**config.mk**
```make
export PLATFORM = sky130hd
export DESIGN_NAME = awg_playlist_sequencer
export DESIGN_NICKNAME = d
export VERILOG_FILES = /design/src/rtl/awg_pkg.sv /design/src/rtl/awg_playlist_ram.sv /design/src/rtl/awg_playlist_sequencer.sv
export SDC_FILE = /design/constraint.sdc
export NUM_CORES = 2
export LEC_CHECK = 0
export BUFFER_PORTS_ARGS = -buffer_cell sky130_fd_sc_hd__buf_2
export CAP_MARGIN = 25
export CORE_MARGIN = 5
export CORE_UTILIZATION = 55
export DETAILED_ROUTE_END_ITERATION = 10
export PLACE_DENSITY = 0.76
export SETUP_SLACK_MARGIN = 0.3
export SLEW_MARGIN = 20
export SYNTH_ARGS = -nofsm -noshare
export SYNTH_HDL_FRONTEND = slang
export SYNTH_SLANG_ARGS = --single-unit
```
**constraint.sdc**
```tcl
create_clock -name iClk -period 8.1 [get_ports iClk]
set_clock_uncertainty 0.15 [all_clocks]
set_input_delay 0.81 -clock iClk [delete_from_list [all_inputs] [get_ports iClk]]
set_output_delay 0.81 -clock iClk [all_outputs]
set_load 0.01 [all_outputs]
```
**src/rtl/awg_pkg.sv**
```systemverilog
// Shared definitions for the AWG playlist sequencer: state encoding and playlist entry layout.
package awg_pkg;

    typedef enum logic [2:0] {
        ST_IDLE      = 3'd0,
        ST_FETCH     = 3'd1,
        ST_ISSUE     = 3'd2,
        ST_WAIT_ACK  = 3'd3,
        ST_WAIT_DONE = 3'd4,
        ST_GAP       = 3'd5
    } state_t;

    localparam int unsigned ENTRY_W   = 32;
    localparam int unsigned START_LSB = 0;
    localparam int unsigned START_W   = 16;
    localparam int unsigned CH_LSB    = 16;
    localparam int unsigned CH_W      = 4;
    localparam int unsigned GAP_LSB   = 20;
    localparam int unsigned GAP_W     = 11;
    localparam int unsigned LAST_BIT  = 31;

    function automatic logic [GAP_W-1:0] entryGap(input logic [ENTRY_W-1:0] entry);
        return entry[GAP_LSB +: GAP_W];
    endfunction

    function automatic logic entryLast(input logic [ENTRY_W-1:0] entry);
        return entry[LAST_BIT];
    endfunction

endpackage

```
**src/rtl/awg_playlist_ram.sv**
```systemverilog
// Playlist storage: single write port, registered read port that only updates when iRdEn is high,
// so the read register doubles as the current-entry register.
module awg_playlist_ram #(
    parameter int unsigned AW = 6,
    parameter int unsigned DW = 32
) (
    input  logic          iClk,
    input  logic          iReset,
    input  logic          iWrEn,
    input  logic [AW-1:0] iWrAddr,
    input  logic [DW-1:0] iWrData,
    input  logic          iRdEn,
    input  logic [AW-1:0] iRdAddr,
    output logic [DW-1:0] oRdData
);

    localparam int unsigned DEPTH = 1 << AW;

    logic [DW-1:0] mem [DEPTH];

    always_ff @(posedge iClk) begin
        if (iWrEn) begin
            mem[iWrAddr] <= iWrData;
        end
    end

    // Read-before-write: a same-cycle write to the read address shows up on the next read.
    always_ff @(posedge iClk) begin
        if (iReset) begin
            oRdData <= '0;
        end else if (iRdEn) begin
            oRdData <= mem[iRdAddr];
        end
    end

endmodule

```
**src/rtl/awg_playlist_sequencer.sv**
```systemverilog
// Walks a host-loaded playlist, triggering one AWG segment per entry with a programmable gap.
// Optional ack timeout with sticky oErr is enabled by defining AWG_SEQ_ACK_TIMEOUT_EN.
module awg_playlist_sequencer
    import awg_pkg::*;
#(
    parameter int unsigned PL_AW       = 6,
    parameter int unsigned ACK_TIMEOUT = 8
) (
    input  logic               iClk,
    input  logic               iReset,
    input  logic               iWrEn,
    input  logic [PL_AW-1:0]   iWrAddr,
    input  logic [31:0]        iWrData,
    input  logic               iStart,
    input  logic               iAbort,
    input  logic [15:0]        iLoops,
    input  logic               iReady,
    output logic [3:0]         oAddr,
    output logic               oTrig,
    output logic [15:0]        oStartAddr,
    output logic               oBusy,
    output logic               oDone,
    output logic [PL_AW-1:0]   oEntryIdx,
    output logic               oErr
);

    state_t             state;
    logic [PL_AW-1:0]   index;
    logic [15:0]        loops;
    logic [15:0]        pass;
    logic [GAP_W-1:0]   gapCnt;
    logic               abortPend;
    logic [ENTRY_W-1:0] entry;
    logic               abortNow;
    logic               endOfPass;
    logic               lastPass;
    logic               advance;

    awg_playlist_ram #(.AW(PL_AW), .DW(ENTRY_W)) uRam (
        .iClk    (iClk),
        .iReset  (iReset),
        .iWrEn   (iWrEn),
        .iWrAddr (iWrAddr),
        .iWrData (iWrData),
        .iRdEn   (state == ST_FETCH),
        .iRdAddr (index),
        .oRdData (entry)
    );

    // Channel and start address come straight from the entry register, held until the next FETCH.
    assign oAddr      = entry[CH_LSB +: CH_W];
    assign oStartAddr = entry[START_LSB +: START_W];
    assign oEntryIdx  = index;

    assign abortNow  = abortPend | iAbort;
    assign endOfPass = entryLast(entry) || (index == '1);
    assign lastPass  = (loops != 16'd0) && (pass == loops);
    assign advance   = !abortNow &&
                       (((state == ST_WAIT_DONE) && iReady && (entryGap(entry) == '0)) ||
                        ((state == ST_GAP) && (gapCnt == GAP_W'(1))));

`ifdef AWG_SEQ_ACK_TIMEOUT_EN
    localparam int unsigned ACK_W = (ACK_TIMEOUT > 1) ? $clog2(ACK_TIMEOUT) : 1;
    logic [ACK_W-1:0] ackCnt;
`else
    localparam int unsigned unusedAckTimeout = ACK_TIMEOUT;
    assign oErr = 1'b0;
`endif

    always_ff @(posedge iClk) begin
        if (iReset) begin
            state     <= ST_IDLE;
            index     <= '0;
            loops     <= '0;
            pass      <= '0;
            gapCnt    <= '0;
            abortPend <= 1'b0;
            oTrig     <= 1'b0;
            oBusy     <= 1'b0;
            oDone     <= 1'b0;
`ifdef AWG_SEQ_ACK_TIMEOUT_EN
            ackCnt    <= '0;
            oErr      <= 1'b0;
`endif
        end else begin
            oTrig <= 1'b0;
            oDone <= 1'b0;
            if ((state != ST_IDLE) && iAbort) begin
                abortPend <= 1'b1;
            end

            unique case (state)
                ST_IDLE: begin
                    abortPend <= 1'b0;
                    if (iStart && !iAbort) begin
                        loops <= iLoops;
                        pass  <= 16'd1;
                        index <= '0;
                        state <= ST_FETCH;
                        oBusy <= 1'b1;
`ifdef AWG_SEQ_ACK_TIMEOUT_EN
                        oErr  <= 1'b0;
`endif
                    end
                end
                ST_FETCH: begin
                    if (abortNow) begin
                        state <= ST_IDLE;
                        oBusy <= 1'b0;
                        oDone <= 1'b1;
                    end else begin
                        state <= ST_ISSUE;
                        oTrig <= 1'b1;
                    end
                end
                ST_ISSUE: begin
                    state <= ST_WAIT_ACK;
`ifdef AWG_SEQ_ACK_TIMEOUT_EN
                    ackCnt <= '0;
`endif
                end
                ST_WAIT_ACK: begin
                    if (!iReady) begin
                        state <= ST_WAIT_DONE;
`ifdef AWG_SEQ_ACK_TIMEOUT_EN
                    end else if (ackCnt == ACK_W'(ACK_TIMEOUT - 1)) begin
                        oErr  <= 1'b1;
                        state <= ST_IDLE;
                        oBusy <= 1'b0;
                        oDone <= 1'b1;
                    end else begin
                        ackCnt <= ackCnt + ACK_W'(1);
`endif
                    end
                end
                ST_WAIT_DONE: begin
                    if (iReady) begin
                        if (abortNow) begin
                            state <= ST_IDLE;
                            oBusy <= 1'b0;
                            oDone <= 1'b1;
                        end else if (entryGap(entry) != '0) begin
                            gapCnt <= entryGap(entry);
                            state  <= ST_GAP;
                        end
                    end
                end
                ST_GAP: begin
                    if (abortNow) begin
                        state <= ST_IDLE;
                        oBusy <= 1'b0;
                        oDone <= 1'b1;
                    end else if (gapCnt != GAP_W'(1)) begin
                        gapCnt <= gapCnt - GAP_W'(1);
                    end
                end
                default: begin
                    state <= ST_IDLE;
                    oBusy <= 1'b0;
                end
            endcase

            // Step to the next entry, the next pass, or finish.
            if (advance) begin
                if (!endOfPass) begin
                    index <= index + PL_AW'(1);
                    state <= ST_FETCH;
                end else if (lastPass) begin
                    state <= ST_IDLE;
                    oBusy <= 1'b0;
                    oDone <= 1'b1;
                end else begin
                    pass  <= (pass == 16'hFFFF) ? pass : pass + 16'd1;
                    index <= '0;
                    state <= ST_FETCH;
                end
            end
        end
    end

endmodule

```
### Word-level counts from Yosys, hierarchy flattened

Memory sizes are Yosys's and may differ from the RTL's. A register that Yosys moved wholly into a read port is not among the register bits.
Cells that the tools add are included.

| storage, ports and cells | value |
|---|---|
| register bits after elaboration | 56 |
| bits in writable memories | 2,048 |
| input port bits | 60 |
| output and inout port bits | 30 |
| word-level logic and storage cells | 104 |
| memories | 1 |

Memory list:

| memory | depth | width | rd ports | clocked after memory_dff | write ports | RTL line | RTL |
|---|---|---|---|---|---|---|---|
| uRam.mem | 64 | 32 | 1 | 1 | 1 | awg_playlist_ram.sv:19 | `logic [DW-1:0] mem [DEPTH];` |

| cells by class | value |
|---|---|
| $add $sub $neg | 3 |
| eq/ne operators | 21 |
| multiplexer cells | 44 |
| bitwise logic cells | 2 |
| reduce and logical (&&, ||, !) cells | 24 |

Operators with widths:

| cell | number |
|---|---|
| 16-bit 2-to-1 mux | 6 |
| 11-bit 2-to-1 mux | 5 |
| 6-bit 2-to-1 mux | 5 |
| 11-bit case mux with 2 select lines | 1 |
| 3-bit 2-to-1 mux | 7 |
| 3-bit case mux with 6 select lines | 1 |
| 16-bit by 1-bit adder with 16-bit output, second input constant | 1 |
| 16-bit equality test | 1 |
| 16-bit equality test, second input constant | 1 |
| 1-bit 2-to-1 mux | 16 |
| 16-bit nonzero test | 1 |
| 3-bit inequality test, second input constant | 4 |
| 11-bit by 1-bit equality test with 1-bit output, second input constant | 1 |
| 11-bit zero test | 1 |
| 11-bit by 1-bit inequality test with 1-bit output, second input constant | 1 |
| 11-bit nonzero test | 1 |
| 11-bit by 1-bit subtractor with 11-bit output, second input constant | 1 |
| 2-bit OR reduction | 4 |
| 1-bit logical AND | 7 |
| 6-bit by 1-bit adder with 6-bit output, second input constant | 1 |
| 3-bit by 2-bit equality test with 1-bit output, second input constant | 2 |
| 3-bit equality test, second input constant | 2 |
| 6-bit equality test, second input constant | 1 |
| 2-bit inequality test, second input constant | 3 |
| other kinds (17) | 20 |

### Logic depth before layout (Yosys ltp)

| logic depth | value |
|---|---|
| depth in word-level cells | 7 |
| gate-level depth with buffers | 12 |
| depth with buffers taken out | 9 |

### By module

From an unflattened synthesis, not the netlist that was laid out.

| unflattened totals | value |
|---|---|
| cell total of the unflattened synthesis | 4,126 |
| area total of the unflattened synthesis | 82,774.4 µm² |

By module, submodules not included:

| module | times used | cells each | area each (µm²) | sequential area each (µm²) |
|---|---|---|---|---|
| awg_playlist_ram | 1 | 3,710 | 79,590.1 | 62,139.6 |
| awg_playlist_sequencer | 1 | 416 | 3,184.3 | 1,121.1 |

### Least setup slack after synthesis

No wires, ideal clock.

| timing | value |
|---|---|
| path type | input -> register |
| start point | input iWrAddr[5] |
| end point | memory uRam.mem[39][0] (enable) |
| setup time | 0.421 ns |
| data arrival time | 3.008 ns |
| path slack | 4.521 ns |
| stages on the path | 4 |
| cell sequence | clkbuf_1 -> or3b_2 -> clkbuf_1 -> nor2_1 |

RTL lines:

| item | RTL line | RTL |
|---|---|---|
| from (decl) | awg_playlist_sequencer.sv:12 | `input logic [PL_AW-1:0] iWrAddr,` |
| to (decl) | awg_playlist_ram.sv:19 |  |

Straight into the memory's write port.

### Final worst setup path

| timing | value |
|---|---|
| start point | register index[2] (netlist: oEntryIdx[2]) |
| end point | output oEntryIdx[2] |

RTL lines:

| item | RTL line | RTL |
|---|---|---|
| from (decl) | awg_playlist_sequencer.sv:28 | `logic [PL_AW-1:0] index;` |
| from (signal assigned) | awg_playlist_sequencer.sv:166 | `index <= index + PL_AW'(1);` |
| to (decl) | awg_playlist_sequencer.sv:23 | `output logic [PL_AW-1:0] oEntryIdx,` |

No word-level cell between the ends.

==> impl_results.md <==
- DRT Pass-1 Iters: 6
- Seq/Total Area, Yosys: 76.8%
- Reg-to-reg endpoint: uRam.oRdData[14]$_SDFFE_PP0N_
- Post-route cell area: 92500 um^2
- H-tree depth: 4
- Detailed placement HPWL: 117 mm
- Placed Instance Area: 85900 um^2
- Final setup violation count: 0
- Routed wire length: 214 mm
- Critical Path RT: 7.14 ns
- Final ANT Viol Nets: 0
- Syn Inst Count: 3790
- CP max stage cell: dfxtp_4
- Die ar.: 158000 um^2
- #FFs+latches synth: 2136
- Commonest non-fill, non-tap cell in the layout: edfxtp_1
- Synthesized Nets: 3854
- DRC Markers: 0
- Fin util: 61.9%
- Crit start category: flop
- First-pass GRT wire length: 307 mm
- Dominant synthesized flop cell: edfxtp_1
- Sink Count: 2136
- DR vias: 41851
- Reg2reg start: oEntryIdx[1]$_SDFF_PP0_
- Achievable Freq: 242 MHz
- Initial antenna violation count: 8
- Yosys Warn Count: 0
- Vias per Instance: 6.79
- Crit path kind: reg -> out
- Hold WC Path Type: in -> reg
- Worst Hold Launch: iLoops[6]
- Peak VDD IR: 233 uV
- Reg2Reg Depth: 5
- Share of cells above drive strength 1: 27.5%
- Number of global-route vias before repair: 41992
- Post-CTS sizing: 0
- Final hold violation count: 0
- WL/cell: 34.8 um
- Setup bufs post-CTS: 0
- Flop2flop setup slack: 4.15 ns
- Status: complete, no violations
- Min Hold Slack: 0.0786 ns
- All-Layer GR Usage: 27.4%
- Placement Rows: 142
- DP Cell Count: 5793
- Worst hold path stage count: 3
- RSZ-0062 raised after global routing: false
- Pre-CTS WS: 4.26 ns
- Hold Path End: loops[6]$_SDFFE_PP0P_
- Buf+Inv Stages, Crit Path: 3
- Ports: 90
- 1st-iter DRT viols: 6742
- Power Dens Cells: 240 nW/um^2
- Final TNS setup: 0 ns
- CTS Root Cell: clkbuf_16
- # nets final: 4042
- Worst path most repeated cell: buf_4
- CTS tree: built
- Slew headroom: 29.8%
- CP delay by family, top: buffers and inverters
- Most frequent cells in the layout: edfxtp_1, mux4_2, clkbuf_16, nand2_1, mux2i_1
- Crit-path cells: buf_4 -> buf_4 -> buf_2
- Syn_area_per_cell: 21.7 um^2
- CTS Buf Count: 198
- Worst setup margin: 3.97 ns
- Total power: 22.2 mW
- Worst setup EP type: primary output
- Post-Layout Cell Count: 6165
- Largest net degree at the start of global routing: 130
- Minimum clock period: 4.13 ns
- Asr flop ratio synth: 0%
- Clock slew seen by the registers of the worst setup and hold paths: 0.06 ns
- I/O Buffers: 88
- Crit path largest cell delay: 0.94 ns
- Area Overhead vs Synth: 12.3%
- CTS Hold Bufs: 0
- Synth Cell Area: 82400 um^2
- Clock buffer depth: 3
- Core area: 149000 um^2
- Slew @ Worst Pin: 1.05 ns
- Skew-Pair Late Insertion Delay: 0.83 ns
- Initial core utilization: 55.1%
- CP max FO: 50
- Die height: 397 um
- Horiz. Die Dim: 397 um
- Max Cap Viol: 0
- Pins Over Slew Limit: 0
- Yosys cell types: 74
- Leak: 27.9 nW
- Post-synth EDFFs: 2048
- GPL Wtd Cong: 0.832
- CP Data Arrival Time: 3.17 ns
- GRT overflow: 0
- Fin crit share: 51.0%
==> flip-flops by register name (all words and copies together) (netlist names), 3 cells and up <==
signal and cells:
uRam.oRdData 32, state 3, pass 16, loops 16, uRam.mem 2048, oEntryIdx 6, gapCnt 11
==> worst max-delay path by stage <==
stage | end | slack [ns] | cells past startpoint | startpoint
finish | oEntryIdx[2] | 3.97 | 3 | oEntryIdx[2]$_SDFF_PP0_
global route | oEntryIdx[2] | 3.96 | 3 | oEntryIdx[2]$_SDFF_PP0_
CTS | oEntryIdx[2] | 3.95 | 3 | oEntryIdx[2]$_SDFF_PP0_
detailed placement | uRam.oRdData[28]$_SDFFE_PP0N_ | 4.26 | 7 | oEntryIdx[1]$_SDFF_PP0_
global placement | uRam.oRdData[14]$_SDFFE_PP0N_ | 4.31 | 5 | oEntryIdx[0]$_SDFF_PP0_
floorplan | uRam.mem[39][0]$_DFFE_PP_ | 4.52 | 4 | iWrAddr[5]
==> cell type report <==
class / instances / area, um^2
Sequential cell: 2136 / 63300
Fill cell: 9720 / 56900
Multi-Input combinational cell: 1412 / 18400
Clock buffer: 251 / 5240
Tap cell: 2016 / 2520
Timing Repair Buffer: 215 / 1730
Clock inverter: 118 / 1300
Inverter: 15 / 63.8
Antenna cell: 2 / 5.00
==> cell families after synthesis <==
logic type,Yosys count,synth area share (%)
flip-flops,2136,76.8
multiplexers,679,16.6
AND/OR/NAND/NOR,396,2.25
AO/OA/AOI/OAI,311,2.50
buffers and inverters,242,1.52
XOR/XNOR,21,0.223
adder cells (fa/ha/maj),4,0.0608
other,1,0.00455
==> Yosys cell counts, types with 5 or more instances <==
| library cell | instances | area, um^2 |
|---|---|---|
| and3_1 | 8 | 50.1 |
| nand4_1 | 12 | 75.1 |
| mux4_2 | 552 | 12400 |
| buf_2 | 57 | 285 |
| o22ai_1 | 29 | 181 |
| or2_2 | 5 | 31.3 |
| a21oi_1 | 83 | 415 |
| nand3b_1 | 6 | 45.0 |
| nand2b_1 | 7 | 43.8 |
| o21ai_0 | 43 | 215 |
| inv_1 | 11 | 41.3 |
| a211oi_1 | 8 | 60.1 |
| edfxtp_1 | 2048 | 61500 |
| nor2_1 | 122 | 458 |
| buf_6 | 12 | 135 |
| or3_1 | 10 | 62.6 |
| buf_4 | 48 | 360 |
| o211ai_1 | 15 | 113 |
| o221ai_1 | 36 | 315 |
| dfxtp_1 | 88 | 1760 |
| nor4_1 | 13 | 81.3 |
| xnor2_1 | 20 | 175 |
| nor2b_1 | 6 | 37.5 |
| buf_1 | 27 | 101 |
| nand2_1 | 129 | 484 |
| clkbuf_1 | 82 | 308 |
| nor3_1 | 26 | 130 |
| o41ai_1 | 5 | 43.8 |
| a31oi_1 | 10 | 62.6 |
| o21bai_1 | 5 | 37.5 |
| a22oi_1 | 13 | 97.6 |
| mux2i_1 | 126 | 1260 |
| a22o_1 | 9 | 78.8 |
| nand3_1 | 30 | 150 |
| o21ai_1 | 15 | 75.1 |
| a221oi_1 | 6 | 52.6 |
==> per-layer routing <==
metal  track usage (%)  up-vias  wire length [um]
met5                 0        -                 0
met4              10.9        0              9710
met3              6.19      499             24900
met2              43.3     3183            103000
met1              37.8    21836             76300
li1                  -    16333                 -
==> power by group <==
part | switching [mW] | internal (mW) | total (mW) | leakage, nW
registers | 0.0958 | 12.2 | 12.3 | 19.1
logic | 0.411 | 0.143 | 0.554 | 5.60
clock network | 4.03 | 5.33 | 9.37 | 3.17
total | 4.54 | 17.7 | 22.2 | 27.9
==> worst reg2reg max path, delay by kind of cell (launching register included) <==
family                 cells  cell delay, ns
flip-flops                 1            0.85
multiplexers               2            1.00
buffers and inverters      1            0.88
AO/OA/AOI/OAI              1            0.79
AND/OR/NAND/NOR            1            0.14
Note: power is estimated with default switching activity, not from simulation.
